**src/rtl/dyt_pkg.sv**
```systemverilog
// Writeback unit shared definitions.
// Widths, FIFO geometry and the result bundle carried to the register file.
package dyt_pkg;

    localparam int ADDR_WIDTH    = 4;
    localparam int XLEN          = 32;
    localparam int WB_FIFO_DEPTH = 4;
    localparam int STARVE_LIMIT  = 3;

    localparam int PTR_W   = $clog2(WB_FIFO_DEPTH);
    localparam int CNT_W   = PTR_W + 1;
    localparam int STARVE_W = 2;

    typedef struct packed {
        logic [ADDR_WIDTH-1:0] rd;
        logic [XLEN-1:0]       data;
    } wb_entry_t;

    function automatic logic writes_reg(
        input logic [ADDR_WIDTH-1:0] rd
    );
        return rd != '0;
    endfunction

endpackage

```
**src/rtl/dyt_wb_fifo.sv**
```systemverilog
// Four-entry load-result FIFO with registered occupancy.
// Push is ignored when full and pop when empty, so callers may gate loosely.
module dyt_wb_fifo
    import dyt_pkg::*;
(
    input  logic             clk,
    input  logic             rst,
    input  logic             push,
    input  logic             pop,
    input  wb_entry_t        din,
    output wb_entry_t        dout,
    output logic             full,
    output logic             empty,
    output logic [CNT_W-1:0] count
);

    wb_entry_t        mem [WB_FIFO_DEPTH];
    logic [PTR_W-1:0] wr_ptr;
    logic [PTR_W-1:0] rd_ptr;
    logic [CNT_W-1:0] cnt;
    logic             do_push;
    logic             do_pop;

    assign full    = cnt == CNT_W'(WB_FIFO_DEPTH);
    assign empty   = cnt == '0;
    assign count   = cnt;
    assign dout    = mem[rd_ptr];
    assign do_push = push && !full;
    assign do_pop  = pop && !empty;

    always_ff @(posedge clk) begin
        if (do_push) begin
            mem[wr_ptr] <= din;
        end
    end

    // Pointers are PTR_W wide so they wrap modulo depth on their own.
    always_ff @(posedge clk or negedge rst) begin
        if (!rst) begin
            wr_ptr <= '0;
            rd_ptr <= '0;
            cnt    <= '0;
        end else begin
            if (do_push) begin
                wr_ptr <= wr_ptr + PTR_W'(1);
            end
            if (do_pop) begin
                rd_ptr <= rd_ptr + PTR_W'(1);
            end
            unique case ({do_push, do_pop})
                2'b10:   cnt <= cnt + CNT_W'(1);
                2'b01:   cnt <= cnt - CNT_W'(1);
                default: cnt <= cnt;
            endcase
        end
    end

endmodule

```
**src/rtl/dyt_writeback_unit.sv**
```systemverilog
// Writeback arbiter: ALU results versus queued load results, one write per cycle.
// A starvation counter forces the load queue through after repeated ALU wins.
module dyt_writeback_unit
    import dyt_pkg::*;
(
    input  logic                  clk,
    input  logic                  rst,
    input  logic                  alu_valid,
    output logic                  alu_ready,
    input  logic [ADDR_WIDTH-1:0] alu_rd,
    input  logic [XLEN-1:0]       alu_data,
    input  logic                  ld_valid,
    output logic                  ld_ready,
    input  logic [ADDR_WIDTH-1:0] ld_rd,
    input  logic [XLEN-1:0]       ld_data,
    output logic                  w_en,
    output logic [ADDR_WIDTH-1:0] w_addr,
    output logic [XLEN-1:0]       w_data,
    input  logic [ADDR_WIDTH-1:0] r_a_addr,
    input  logic [ADDR_WIDTH-1:0] r_b_addr,
    output logic                  fwd_a_hit,
    output logic                  fwd_b_hit,
    output logic [CNT_W-1:0]      fifo_count
);

    wb_entry_t           ld_in;
    wb_entry_t           head;
    wb_entry_t           alu_in;
    wb_entry_t           sel;
    logic                fifo_full;
    logic                fifo_empty;
    logic                alu_win;
    logic                fifo_win;
    logic                win;
    logic [STARVE_W-1:0] starve;

    assign ld_in  = '{rd: ld_rd, data: ld_data};
    assign alu_in = '{rd: alu_rd, data: alu_data};

    dyt_wb_fifo u_fifo (
        .clk   (clk),
        .rst   (rst),
        .push  (ld_valid && ld_ready),
        .pop   (fifo_win),
        .din   (ld_in),
        .dout  (head),
        .full  (fifo_full),
        .empty (fifo_empty),
        .count (fifo_count)
    );

    assign ld_ready  = !fifo_full;
    assign alu_ready = !((starve == STARVE_W'(STARVE_LIMIT)) && !fifo_empty);
    assign alu_win   = alu_valid && alu_ready;
    assign fifo_win  = !alu_win && !fifo_empty;
    assign win       = alu_win || fifo_win;
    assign sel       = alu_win ? alu_in : head;

    always_ff @(posedge clk or negedge rst) begin
        if (!rst) begin
            w_en   <= 1'b0;
            w_addr <= '0;
            w_data <= '0;
            starve <= '0;
        end else begin
            w_en <= win && writes_reg(sel.rd);
            if (win) begin
                w_addr <= sel.rd;
                w_data <= sel.data;
            end
            // alu_ready drops at the limit, so the counter never wraps.
            if (fifo_win || fifo_empty) begin
                starve <= '0;
            end else if (alu_win) begin
                starve <= starve + STARVE_W'(1);
            end
        end
    end

    assign fwd_a_hit = w_en && (w_addr == r_a_addr) && (r_a_addr != '0);
    assign fwd_b_hit = w_en && (w_addr == r_b_addr) && (r_b_addr != '0);

endmodule

```
**config.mk**
```make
export PLATFORM = sky130hd
export DESIGN_NAME = dyt_writeback_unit
export DESIGN_NICKNAME = d
export VERILOG_FILES = /design/src/rtl/dyt_pkg.sv /design/src/rtl/dyt_wb_fifo.sv /design/src/rtl/dyt_writeback_unit.sv
export SDC_FILE = /design/constraint.sdc
export NUM_CORES = 1
export LEC_CHECK = 0
export BUFFER_PORTS_ARGS = -buffer_cell sky130_fd_sc_hd__buf_2
export CORE_MARGIN = 4
export CORE_UTILIZATION = 45
export DETAILED_ROUTE_END_ITERATION = 12
export PLACE_DENSITY = 0.69
export SLEW_MARGIN = 20
export SYNTH_ARGS = -nofsm -noshare
export SYNTH_HDL_FRONTEND = slang
export SYNTH_SLANG_ARGS = --single-unit
export TNS_END_PERCENT = 100
```
**constraint.sdc**
```tcl
create_clock -name clk -period 2 [get_ports clk]
set_input_delay 0.3 -clock clk [delete_from_list [all_inputs] [get_ports clk]]
set_output_delay 0.3 -clock clk [all_outputs]
set_load 0.02 [all_outputs]
```
==> impl_metrics.csv <==
group,metric,value,unit
status,status,"completed",
finish,layout-drive-gt1-share,41.4,%
timing,fmax,520,MHz
timing,finClkSkew,0.0151,ns
grt,antenna_found_initial,2,
clock_network,cts.clk_slew.worst_paths,0.07,ns
clock_network,cts_tree,"done",
synthesis,avgSynthCellArea,18.5,sq um
die,fp.dieW,137,um
die,num_rows,46,
setup_path,critPathMaxFanout,6,
placement,dp_slack,0.00132,ns
finish,finish.net_count,650,
grt,grtUsageTotal,17.0,%
route,ant_nets,0,
clock_network,clock_latency,0.43,ns
setup_path,crit_chain,"nor2_2 > nand2_2 > and2_1 > inv_1 > ha_2 > fa_2 > mux2_2",
timing,finalCriticalPeriod,1.92,ns
finish,n_fill_cell,1266,
setup_path,critPathBufInv,1,
route,wl,15200,um
setup_path,required,2.30,ns
clock_network,cts_buffers,17,
grt,grt_max_degree,36,
die,core,16100,sq um
grt,grt_pass1_vias,4392,
timing,hold-worst-slack,0.0823,ns
power_and_ir_drop,p_leak,3.49,nW
finish,fin_area,9190,sq um
power_and_ir_drop,ir_drop,648,uV
finish,multiInputGateArea,1910,sq um
clock_network,cts_sinks,190,
power_and_ir_drop,power_density,1470,nW/um^2
timing,worst_pin_slew,0.617,ns
placement,dp_cells,749,
power_and_ir_drop,total_power,13.5,mW
setup_path,worst_setup_path_end_kind,"flop",
synthesis,postSynthCellCount,406,
setup_path,setup.worst_path.class,"flop to flop",
synthesis,synth_area,7500,sq um
synthesis,ys_ff_latch,190,
setup_path,r2r-start,"u_fifo.count[1]",
synthesis,yosysUniqueCellTypes,29,
placement,post-dp-hpwl,10100,um
grt,grt_overflow_total,0,
setup_path,cp_data_arrival_time,2.22,ns
finish,final_cells,789,
route,vias,4114,
setup_path,critPathTopFamily,"adder cells",
route,wl_per_cell,19.2,um
timing,rsz0062_at_grt,"true",
synthesis,yosys_warnings,0,
clock_network,clockRootBuffer,"clkbuf_16",
setup_path,cp_slowest_stage_delay,0.46,ns
hold_path,hold_start,"ld_data[2]",
timing,max_slew_margin,58.8,%
synthesis,yosysSeqAreaShare,73.0,%
hold_path,min_path_type,"primary input to flop",
timing,drv_slew,0,
timing,hold_viol,0,
die,die_h,137,um
route,avgViaCountPerCell,5.21,
timing,setup_violations,0,
setup_path,crit_slowest_cell,"dfrtp_2",
route,first_pass_iters,4,
timing,fin_crit_sh,96.2,%
clock_network,clockBufferDepth,2,
die,start_util,46.5,%
placement,portBuffers,127,
route,dr.first_iter.drc_count,159,
finish,seq_area,5480,sq um
finish,area_growth,22.5,%
die,dieArea,18800,sq um
setup_path,start_kind,"flop",
placement,postPlaceCellArea,8570,sq um
timing,setup_slack,0.0758,ns
clock_network,cts_htree_levels,4,
flow_run,maxCapViolations,0,
setup_path,startpoint,"u_fifo.count[1]",
route,drc,0,
placement,globalplace.congestion,0.726,
die,io-pin-count,128,
grt,grt_pass1_wl,23500,um
synthesis,syn_nets,497,
[power breakdown]
part           internal (mW)  switching, mW
registers               5.38          0.514
clock network           1.73           1.45
logic                   2.00           2.38
total                   9.12           4.35
[metrics by stage]
stage / utilization [%] / TNS [ns]
floorplan: - / -0.0682
global placement: 53.2 / 0
detailed placement: 53.2 / 0
CTS: 56.9 / 0
global route: 57.0 / -0.0167
finish: 57.0 / 0
[cells by family (layout without fill, tap and decap cells)]
| family | count (synthesis) | after routing | synth area share, % |
|---|---|---|---|
| AO/OA/AOI/OAI | 41 | 41 | 3.00 |
| XOR/XNOR | 12 | 12 | 1.40 |
| adder cells (fa/ha/maj) | 7 | 7 | 1.27 |
| buffers and inverters | 23 | 189 | 1.92 |
| flip-flops | 190 | 190 | 73.0 |
| multiplexers | 74 | 74 | 16.0 |
| other | 0 | 1 | 0 |
| AND/OR/NAND/NOR | 59 | 59 | 3.40 |
[state kept, by name, indices dropped and copies added, names as in the netlist]
name           cells
u_fifo.rd_ptr      2
w_addr             4
u_fifo.mem       144
w_en               1
starve             2
u_fifo.wr_ptr      2
w_data            32
u_fifo.count       3
[layout make-up]
type                       count  share of cell area [%]
clock buffer                  17                    4.63
tap                          216                    2.94
antenna                        1                  0.0272
sequential                   190                    59.6
clock inverter                15                    1.48
timing repair buffer         154                    10.4
inverter                       3                   0.123
multi-input combinational    193                    20.8
[Yosys cell counts]
cell type	n	area (sq um)
nand2b_1	1	6.26
nor3b_1	1	7.51
clkbuf_1	3	11.3
o21ai_1	18	90.1
mux4_2	34	766
nand2_1	35	131
mux2_2	2	22.5
o31ai_4	1	21.3
dfrtp_1	46	1150
ha_1	6	75.1
a21oi_1	7	35.0
mux2i_1	36	360
buf_6	5	56.3
buf_2	10	50.1
nor3_1	6	30.0
mux4_1	2	52.6
o21ai_0	14	70.1
nor2_1	8	30.0
a41oi_1	1	8.76
xnor2_1	10	87.6
and3_1	4	25.0
buf_4	2	15.0
fa_1	1	20.0
nand4_1	2	12.5
xor2_1	2	17.5
edfxtp_1	144	4320
nor4_1	1	6.26
inv_1	3	11.3
and2_1	1	6.26
[worst paths after layout]
check | end | slack, ns | depth (start not counted)
worst min-delay path | u_fifo.mem[1][2] | 0.08 | 1
worst max-delay path | u_fifo.count[1] | 0.08 | 7
max in group asynchronous | u_fifo.count[1] | 0.98 | 3
worst min register to register | starve[0] | 0.48 | 1
min in group asynchronous | w_data[11] | 0.42 | 2
worst max register to register | u_fifo.count[1] | 0.08 | 7
[layer usage]
metal / track usage, % / vias to the layer above / share of wire, %
li1: - / 1884 / -
met1: 21.4 / 2100 / 42
met2: 29.0 / 106 / 51
met3: 4.49 / 20 / 5.5
met4: 5.27 / 4 / 1.4
met5: 0 / - / 0.18
[what timing repair did]
| item | in CTS | in global routing |
|---|---|---|
| hold buffers | 1 | 0 |
| gates resized for setup | 1 | 0 |
| hold endpoints to repair | 22 | 0 |
| endpoints found under the setup margin | 1 | 2 |
| pin swaps | 2 | 2 |
| setup buffers | 3 | 3 |
[layout by cell type, fill, tap and decap left out, types with 3 or more instances in the layout]
cell type,count
buf_12,9
clkbuf_16,17
and3_2,4
o21ai_0,14
xnor2_1,10
a21oi_1,6
nor2_1,7
dfrtp_1,41
inv_8,3
buf_4,17
nor3_1,6
clkinvlp_4,3
nand2_1,33
inv_1,3
dfrtp_2,5
mux4_2,34
edfxtp_1,144
buf_2,127
ha_1,5
clkinv_2,4
mux2i_1,36
o21ai_1,18
Note: power is estimated with default switching activity, not from simulation.
